<file path="src/rtl/pipe_stage_buf_pkg.sv">
// Shared pipeline definitions: stage-buffer state encoding and the per-boundary
// control/data widths with their bubble values.
package pipe_stage_buf_pkg;

    typedef enum logic [1:0] {
        EMPTY     = 2'd0,
        FULL      = 2'd1,
        SKID_FULL = 2'd2
    } pipe_state_e;

    localparam int IF_ID_CTRL_W  = 8;
    localparam int IF_ID_DATA_W  = 96;
    localparam logic [IF_ID_CTRL_W-1:0] IF_ID_BUBBLE = '0;

    localparam int ID_EX_CTRL_W  = 16;
    localparam int ID_EX_DATA_W  = 128;
    localparam logic [ID_EX_CTRL_W-1:0] ID_EX_BUBBLE = '0;

    localparam int EX_MEM_CTRL_W = 12;
    localparam int EX_MEM_DATA_W = 96;
    localparam logic [EX_MEM_CTRL_W-1:0] EX_MEM_BUBBLE = '0;

    localparam int MEM_WB_CTRL_W = 8;
    localparam int MEM_WB_DATA_W = 64;
    localparam logic [MEM_WB_CTRL_W-1:0] MEM_WB_BUBBLE = '0;

endpackage

</file>
<file path="src/rtl/pipe_stage_buf_sat_counter.sv">
// Saturating up-counter with synchronous active-low clear; sticks at all-ones.
module pipe_sat_counter #(
    parameter int CNT_W = 16
) (
    input  logic             clk,
    input  logic             clr_n_i,
    input  logic             en_i,
    output logic [CNT_W-1:0] cnt_o
);

    logic [CNT_W-1:0] cnt_q, cnt_d;

    // NOTE: every always_comb output gets a default first so no path infers a latch.
    always_comb begin
        cnt_d = cnt_q;
        if (en_i && (cnt_q != '1)) begin
            cnt_d = cnt_q + CNT_W'(1);
        end
    end

    // NOTE: sequential state uses non-blocking assignments only.
    always_ff @(posedge clk) begin
        if (!clr_n_i) begin
            cnt_q <= '0;
        end else begin
            cnt_q <= cnt_d;
        end
    end

    assign cnt_o = cnt_q;

endmodule

</file>
<file path="src/rtl/pipe_stage_buf.sv">
// Inter-stage pipeline register with valid/ready flow control, optional
// two-entry skid buffer, flush-to-bubble and saturating stall/flush counters.
module pipe_stage_buf
    import pipe_stage_buf_pkg::*;
#(
    parameter int                CTRL_W      = 16,
    parameter int                DATA_W      = 128,
    parameter logic [CTRL_W-1:0] CTRL_BUBBLE = {CTRL_W{1'b0}},
    parameter bit                SKID        = 1'b1,
    parameter int                CNT_W       = 16
) (
    input  logic              clk,
    input  logic              rst,
    input  logic              in_valid,
    output logic              in_ready,
    input  logic [CTRL_W-1:0] in_ctrl,
    input  logic [DATA_W-1:0] in_data,
    input  logic              flush,
    output logic              out_valid,
    input  logic              out_ready,
    output logic [CTRL_W-1:0] out_ctrl,
    output logic [DATA_W-1:0] out_data,
    output logic [CNT_W-1:0]  stall_cnt,
    output logic [CNT_W-1:0]  flush_cnt
);

    pipe_state_e       state_q, state_d;
    logic [CTRL_W-1:0] main_ctrl_q, main_ctrl_d, skid_ctrl_q, skid_ctrl_d;
    logic [DATA_W-1:0] main_data_q, main_data_d, skid_data_q, skid_data_d;
    logic              in_fire, out_fire, discard;

    assign out_valid = (state_q != EMPTY);
    assign out_ctrl  = main_ctrl_q;
    assign out_data  = main_data_q;

    // Held in reset so upstream never sees the stage as ready before it is.
    generate
        if (SKID) begin : g_ready_reg
            assign in_ready = rst && (state_q != SKID_FULL);
        end else begin : g_ready_comb
            assign in_ready = rst && (!out_valid || out_ready);
        end
    endgenerate

    assign in_fire  = in_valid && in_ready;
    assign out_fire = out_valid && out_ready;

    // A flush counts only if it actually drops something still owed downstream.
    assign discard = flush && ((state_q == SKID_FULL) ||
                               ((state_q == FULL) && !out_fire) ||
                               in_fire);

    always_comb begin
        state_d     = state_q;
        main_ctrl_d = main_ctrl_q;
        main_data_d = main_data_q;
        skid_ctrl_d = skid_ctrl_q;
        skid_data_d = skid_data_q;

        unique case (state_q)
            EMPTY: begin
                if (in_fire) begin
                    state_d     = FULL;
                    main_ctrl_d = in_ctrl;
                    main_data_d = in_data;
                end
            end
            FULL: begin
                if (in_fire && out_fire) begin
                    main_ctrl_d = in_ctrl;
                    main_data_d = in_data;
                end else if (in_fire && SKID) begin
                    state_d     = SKID_FULL;
                    skid_ctrl_d = in_ctrl;
                    skid_data_d = in_data;
                end else if (out_fire) begin
                    state_d     = EMPTY;
                    main_ctrl_d = CTRL_BUBBLE;
                end
            end
            SKID_FULL: begin
                if (out_fire) begin
                    state_d     = FULL;
                    main_ctrl_d = skid_ctrl_q;
                    main_data_d = skid_data_q;
                end
            end
            default: begin
                state_d     = EMPTY;
                main_ctrl_d = CTRL_BUBBLE;
            end
        endcase

        if (flush) begin
            state_d     = EMPTY;
            main_ctrl_d = CTRL_BUBBLE;
            main_data_d = main_data_q;
            skid_ctrl_d = skid_ctrl_q;
            skid_data_d = skid_data_q;
        end
    end

    always_ff @(posedge clk) begin
        if (!rst) begin
            state_q     <= EMPTY;
            main_ctrl_q <= CTRL_BUBBLE;
            skid_ctrl_q <= CTRL_BUBBLE;
        end else begin
            state_q     <= state_d;
            main_ctrl_q <= main_ctrl_d;
            skid_ctrl_q <= skid_ctrl_d;
        end
    end

    // NOTE: the wide data registers are deliberately not reset; only control
    // decides validity, and the data path stays free of reset fan-out.
    always_ff @(posedge clk) begin
        main_data_q <= main_data_d;
        skid_data_q <= skid_data_d;
    end

    pipe_sat_counter #(.CNT_W(CNT_W)) u_stall_cnt (
        .clk     (clk),
        .clr_n_i (rst),
        .en_i    (out_valid && !out_ready),
        .cnt_o   (stall_cnt)
    );

    pipe_sat_counter #(.CNT_W(CNT_W)) u_flush_cnt (
        .clk     (clk),
        .clr_n_i (rst),
        .en_i    (discard),
        .cnt_o   (flush_cnt)
    );

endmodule

</file>
<file path="config.mk">
export PLATFORM = sky130hd
export DESIGN_NAME = pipe_stage_buf
export DESIGN_NICKNAME = d
export VERILOG_FILES = /design/src/rtl/pipe_stage_buf_pkg.sv /design/src/rtl/pipe_stage_buf_sat_counter.sv /design/src/rtl/pipe_stage_buf.sv
export SDC_FILE = /design/constraint.sdc
export NUM_CORES = 1
export LEC_CHECK = 0
export ABC_AREA = 1
export BUFFER_PORTS_ARGS = -buffer_cell sky130_fd_sc_hd__buf_2
export CAP_MARGIN = 20
export CORE_ASPECT_RATIO = 0.5
export CORE_UTILIZATION = 55
export CTS_CLUSTER_SIZE = 10
export DETAILED_ROUTE_END_ITERATION = 16
export HOLD_SLACK_MARGIN = 0.03
export PLACE_DENSITY = 0.82
export SYNTH_ARGS = -nofsm -noshare
export SYNTH_HDL_FRONTEND = slang
export SYNTH_SLANG_ARGS = --single-unit
</file>
<file path="constraint.sdc">
create_clock -name clk -period 21.7 [get_ports clk]
set_input_delay 2.17 -clock clk [delete_from_list [all_inputs] [get_ports clk]]
set_output_delay 2.17 -clock clk [all_outputs]
set_load 0.01 [all_outputs]
</file>
==> impl_metrics.csv, run 1 <==
group,metric,value,unit
critical_path,start_kind,"input pin",
power,p_sw,269,uW
clock_network,clkLatencyLatePin,0.50,ns
clock_network,cts_buffer_depth,3,
detailed_routing,wirelength,30400,um
sta,fmax,185,MHz
yosys,async_flop_share,0,%
power,leakage,0.00655,uW
yosys,synth_top_cell_by_area,"edfxtp_1",
run_status,status,"finished, final reports clean",
sta,fin_crit,5.39,ns
yosys,synth-edff-count,256,
clock_network,cts_buffers,38,
clock_network,cts_root_buf,"clkbuf_16",
sta,finalSetupViolCount,0,
yosys,synthMuxAreaShare,0,%
yosys,synth_top_family_by_area,"simple AND/OR/NAND/NOR gates",
sta,fin_crit_sh,24.9,%
critical_path,regToRegSetupSlack,17.66,ns
yosys,syn_avg_cell_area,10.6,sq um
sta,hold_viol,0,
yosys,ys.flop_type,"edfxtp_1",
yosys,ys_types,31,
critical_path,arrival,3.22,ns
floorplanning,dieHeight,109,um
cells_and_area,utilization,70.3,%
yosys,synth-xor-area-share,0.967,%
clock_network,htree_levels,2,
sta,skew,0.0157,ns
yosys,ys_warn_count,0,
detailed_routing,via_count,9478,
critical_path,cp.required,19.53,ns
placement,dp_hpwl,20200,um
critical_path,critical_path_class,"input pin to primary output",
yosys,synth_fp_nets,1348,
power,seqPwrFrac,52.7,%
power,p_comb_share,5.0,%
power,power_frac_clock,42.3,%
floorplanning,die_area,23700,sq um
clock_network,postCtsSetupBuffers,0,
sta,layout_setup_ws,16.31,ns
yosys,synth-compound-area-share,2.97,%
floorplanning,dieWidth,217,um
global_route,gr-total-overflow,0,
yosys,synthTopCellsByArea,"edfxtp_1 (61%), nand2_1 (17%), dfxtp_1 (10%)",
sta,tns,0,ns
cells_and_area,area_growth_syn_to_layout,22.6,%
sta,worst_pin_slew,0.952,ns
detailed_routing,firstDrtPassIters,6,
global_route,antenna_found_initial,4,
floorplanning,rows,38,
detailed_routing,ant_nets,0,
yosys,yosys.area_share.simple,22.0,%
power,p_total,1300,uW
yosys,ys_ff_latch,322,
cells_and_area,drive_gt1_share,25.9,%
power,ir_worst_vdd,0.0485,mV
critical_path,end_kind,"primary output",
detailed_routing,post_drt_wl_per_cell,16.5,um
clock_network,cts_hold_buf,0,
detailed_routing,vias_per_cell,5.16,
sta,rsz0062_at_grt,"false",
clock_network,cts_resized,0,
floorplanning,start_util,57.4,%
yosys,synth_adder_area_share,0.197,%
cells_and_area,layout.nets,1674,
placement,place_ws,16.15,ns
yosys,ys_seq_area_share,71.0,%
hold_path,hold_path.class,"register to register",
placement,portBuffers,326,
yosys,yosys.area.top_type_share,60.6,%
power,powerDensity,83.5,nW/um^2
global_route,grt_pass1_vias,9169,
floorplanning,io_pins,327,
floorplanning,core_area,22100,sq um
power,swShare,20.7,%
power,p_int,1030,uW
clock_network,tritoncts,"yes",
detailed_routing,drt_iter0_drc,767,
global_route,grt_max_degree,90,
clock_network,clkTransAtPathRegs,0.05,ns
flow_run,maxCapViolations,0,
global_route,grt_pass1_wl,46700,um
critical_path,crit_fanout,28,
global_route,grt_usage,25.1,%
sta,maxSlewViolCount,0,
sta,slew_headroom,36.5,%
yosys,syn_area,12700,sq um
clock_network,cts.sinks,322,
detailed_routing,drc_errors,0,
placement,place_congestion,0.875,
sta,hold_ws,0.460,ns
yosys,synth_cells,1197,
## synth_stat cells, types with 2 or more instances
master,number
buf_6,3
nor2_4,3
inv_2,6
nand2_1,582
nor2_1,80
dfxtp_1,66
buf_2,21
nand2_2,6
clkbuf_1,17
nand3_1,17
buf_4,4
edfxtp_1,256
nor2_2,3
nor3_1,3
xor2_1,8
inv_1,26
o21ai_0,14
nand4_1,11
a21oi_1,42
nor3_4,2
ha_1,2
o21ai_1,11
xnor2_1,6
## layout make-up
type                       instances  area, sq um
antenna                            3         7.51
clock inverter                     2         17.5
tap                              300          375
timing repair buffer             332         1680
inverter                          33          126
multi-input combinational        796         3320
clock buffer                      49         1010
fill                            1611         6560
sequential                       322         9010
## worst max-delay path: stages
cell	delay [ns]
buf_2	0.37
inv_2	0.33
nor2_1	0.19
buf_2	0.15
## path summary, 6_finish.rpt
kind	startpoint	endpoint	cells past startpoint
setup / recovery	rst	in_ready	4
hold / removal	out_ctrl[1]$_SDFFE_PP0P_	out_ctrl[1]$_SDFFE_PP0P_	2
setup reg to reg	state_q[0]$_SDFFE_PP0P_	skid_data_q[69]$_DFFE_PP_	6
hold reg to reg	out_ctrl[1]$_SDFFE_PP0P_	out_ctrl[1]$_SDFFE_PP0P_	2
## registers in the layout (all words and copies together) (netlist names)
signal and cells:
state_q 2, out_ctrl 16, u_stall_cnt.cnt_o 16, out_data 128, skid_ctrl_q 16, u_flush_cnt.cnt_o 16
skid_data_q 128
## cells by family (layout without fill, tap and decap cells)
family          after synthesis  count (layout)
xor+xnor                     14              14
flops                       322             322
other cells                   0               3
fa+ha+maj                     2               2
buf+inv                      79             416
simple gates                708             708
compound gates               72              72
## power groups by stage
stage          Clock [uW]  Sequential (uW)  Combinational, uW
6_report              548              684               65.4
5_1_grt               583              684               72.5
4_1_cts               558              684               65.9
3_5_place_dp            0              696               65.3
3_3_place_gp            0              696               62.3
2_1_floorplan           0              705               24.9
## layer usage
metal / global-route usage, % / vias to the layer above / share of wire, %
met5: 0 / - / 0.043
met4: 8.50 / 2 / 2.7
met3: 4.51 / 60 / 5.7
met2: 46.5 / 324 / 53
met1: 30.0 / 4511 / 39
li1: - / 4581 / -
## cell usage in the layout, fill, tap and decap left out, types with 3 or more instances in the layout
cell type / instances
inv_1: 25
xnor2_1: 6
o21ai_0: 14
buf_2: 326
nand2_1: 582
nand3_1: 17
edfxtp_1: 256
buf_4: 6
a21oi_1: 42
clkbuf_16: 39
nand2_2: 5
dfxtp_1: 66
xor2_1: 8
clkbuf_1: 10
nand4_1: 11
diode_2: 3
inv_2: 6
o21ai_1: 11
nor2_4: 3
nor2_1: 80
nor2_2: 3
## metrics by stage
| step | std cells | area (sq um) |
|---|---|---|
| finish | 1837 | 15500 |
| global route | 1837 | 15500 |
| CTS | 1834 | 15500 |
| detailed placement | 1783 | 14500 |
| global placement | 1783 | 14500 |
| floorplan | 1197 | 12700 |
Note: power is estimated with default switching activity, not from simulation.
==> run 2: changes to the inputs <==
- ABC_AREA: 1 -> 0
- CORE_UTILIZATION: 55 -> 52
- PLACE_DENSITY: 0.82 -> 0.79
- clock period: 21.7 -> 5.3 ns (I/O delays scaled with it)
==> run 2 against run 1 <==
Sequential power rose to 4.1 times the previous value. Final cell count fell by 9.7%. Wire length fell by 9.2%. Clock power rose to 4.1 times the previous value. Combinational power rose to 3.7 times the previous value. Power rose to 4.1 times the previous value. Clock skew fell by 0.0012 ns. First-iteration DRC count fell by 23%. Sequential share of layout area rose by 1.4 points. Critical path depth fell by 1. Register-to-register slack got worse by 16 ns.
==> impl_metrics.csv, run 2 <==
group,metric,value,unit
placement,place_congestion,0.819,
floorplanning,start_util,53.3,%
yosys,synthTopCellsByArea,"edfxtp_1 (63%), nand2_1 (13%), dfxtp_1 (11%)",
power,leakage,0.00624,uW
clock_network,cts_buffer_depth,3,
yosys,syn_area,12200,sq um
cells_and_area,final_common_cell,"nand2_1",
critical_path,critPathSlowestCell,"or4_1",
floorplanning,io_pins,327,
critical_path,start_kind,"register",
yosys,synth_common_cells,"nand2_1 (433), edfxtp_1 (256), dfxtp_1 (66)",
critical_path,critical_path_class,"register to register",
yosys,ys.flop_type,"edfxtp_1",
yosys,synth-compound-area-share,5.09,%
detailed_routing,ant_nets,0,
placement,portBuffers,326,
yosys,synth_top_family_by_area,"simple AND/OR/NAND/NOR gates",
sta,tns,0,ns
hold_path,hold_depth,1,
sta,hold_ws,0.218,ns
global_route,antenna_found_initial,2,
clock_network,cts_resized,0,
yosys,synth_adder_area_share,0.205,%
critical_path,crit_fanout,89,
placement,dp_hpwl,18000,um
clock_network,cts.sinks,322,
yosys,yosys.area.top_type_share,63.0,%
detailed_routing,post_drt_wl_per_cell,16.6,um
global_route,grt_max_degree,129,
sta,maxSlewViolCount,0,
yosys,ys_types,48,
yosys,synth_cells,1013,
yosys,ys_ff_latch,322,
yosys,synth_most_common_cell,"nand2_1",
clock_network,cts_root_buf,"clkbuf_16",
critical_path,arrival,3.40,ns
yosys,synth_fp_nets,1164,
critical_path,cp.required,5.45,ns
sta,worst_pin_slew,1.09,ns
sta,slew_headroom,27.4,%
yosys,ys_seq_area_share,73.9,%
clock_network,tritoncts,"yes",
run_status,status,"finished, final reports clean",
floorplanning,core_area,22900,sq um
sta,hold_viol,0,
floorplanning,rows,39,
cells_and_area,area_growth_syn_to_layout,24.4,%
cells_and_area,mostFrequentLayoutCells,"nand2_1 (433), buf_2 (326), edfxtp_1 (256)",
global_route,met2_usage,38.7,%
yosys,synth_top_cell_by_area,"edfxtp_1",
detailed_routing,drt_iter0_drc,589,
critical_path,end_kind,"register",
critical_path,cpPeakStageDelay,0.98,ns
power,powerDensity,348,nW/um^2
clock_network,htree_levels,2,
floorplanning,dieWidth,219,um
sta,rsz0062_at_grt,"false",
detailed_routing,wirelength,27600,um
sta,fin_crit,3.25,ns
critical_path,cp_cell_sequence,"or4_1, inv_6, buf_4",
floorplanning,dieHeight,110,um
global_route,grt_pass1_vias,8089,
yosys,syn_avg_cell_area,12.0,sq um
power,ir_worst_vdd,0.204,mV
global_route,grt_usage,22.1,%
global_route,use_met1,27.9,%
yosys,synth-xor-area-share,1.15,%
critical_path,rr_worst_depth,3,
yosys,synthMuxAreaShare,0.328,%
cells_and_area,layout.nets,1489,
floorplanning,die_area,24100,sq um
global_route,grt_pass1_wl,41800,um
sta,skew,0.0145,ns
detailed_routing,drc_errors,0,
power,p_total,5270,uW
detailed_routing,via_count,8584,
sta,fin_crit_sh,61.3,%
critical_path,r2r_start,"state_q[1]$_SDFFE_PP0P_",
yosys,yosys.area_share.simple,17.5,%
clock_network,clkLatencyLatePin,0.50,ns
yosys,ys_warn_count,0,
global_route,met3_usage,4.22,%
flow_run,maxCapViolations,0,
cells_and_area,seq_area,9010,sq um
critical_path,startpoint,"state_q[1]$_SDFFE_PP0P_",
detailed_routing,vias_per_cell,5.17,
yosys,synth-edff-count,256,
cells_and_area,drive_gt1_share,28.5,%
cells_and_area,multiInputGateArea,2980,sq um
detailed_routing,firstDrtPassIters,5,
hold_path,hp-start,"in_data[59]",
clock_network,clkTransAtPathRegs,0.05,ns
hold_path,hold_path.class,"input pin to register",
clock_network,postCtsSetupBuffers,0,
sta,fmax,308,MHz
yosys,async_flop_share,0,%
clock_network,cts_buffers,38,
cells_and_area,nFillCells,1733,
global_route,gr-total-overflow,0,
global_route,grt-busiest-layer,"met2",
clock_network,cts_hold_buf,0,
sta,finalSetupViolCount,0,
run 2: cell count changes after synthesis, moves of 6 or more:
cell and change:
nand2_1 -149, nor2_1 -54, clkbuf_1 +26, inv_1 -20, buf_2 -18, a21oi_1 -16
a22oi_1 +16, o2bb2ai_1 +16, o21ai_1 -10, o21ai_0 -9, nand2_2 -6, o21a_1 +6
run 2: stage by stage:
step	std cells	util, %	worst slack, ns	instance area [sq um]
3_3_place_gp	1603	61.6	1.96	14100
4_1_cts	1654	66.1	2.03	15100
2_1_floorplan	1013	-	0.362	12200
3_5_place_dp	1603	61.6	1.88	14100
6_report	1659	66.3	2.05	15200
5_1_grt	1658	66.3	1.85	15200
run 2: layout make-up:
class                      instances  share of cell area (%)
antenna                            3                  0.0495
sequential                       322                    59.4
clock inverter                     2                   0.115
inverter                           8                   0.231
clock buffer                      49                    6.68
tap                              307                    2.53
multi-input combinational        634                    19.7
timing repair buffer             334                    11.4
run 2: worst max-delay path, delay by kind of cell, from the launching register on:
family,cells,cell delay (ns)
AND/OR/NAND/NOR,1,0.98
buffers and inverters,2,1.21
flip-flops,1,0.61
run 2: path summary, 6_finish.rpt:
check / endpoint / slack [ns]
setup reg to reg: skid_data_q[25]$_DFFE_PP_ / 2.05
setup / recovery: skid_data_q[25]$_DFFE_PP_ / 2.05
hold reg to reg: skid_ctrl_q[10]$_SDFFE_PN0P_ / 0.46
hold / removal: skid_data_q[59]$_DFFE_PP_ / 0.22
run 2: power breakdown:
part           internal, uW  switching (uW)  total (uW)
Sequential             2780            15.7        2790
Clock                  1320             910        2230
Combinational          98.2             147         245
Total                  4200            1070        5270
run 2: kinds of logic after synthesis:
logic type / Yosys count
muxes: 4
and+or+nand+nor: 523
xor gates and xnor gates: 16
AOI/OAI and AO/OA: 89
DFF: 322
buffers and inverters: 57
adders and majority gates: 2
run 2: per-layer routing:
metal	part of all wire [%]	vias up
li1	-	4169
met1	41	4106
met2	52	261
met3	4.8	48
met4	2.3	0
met5	0	-
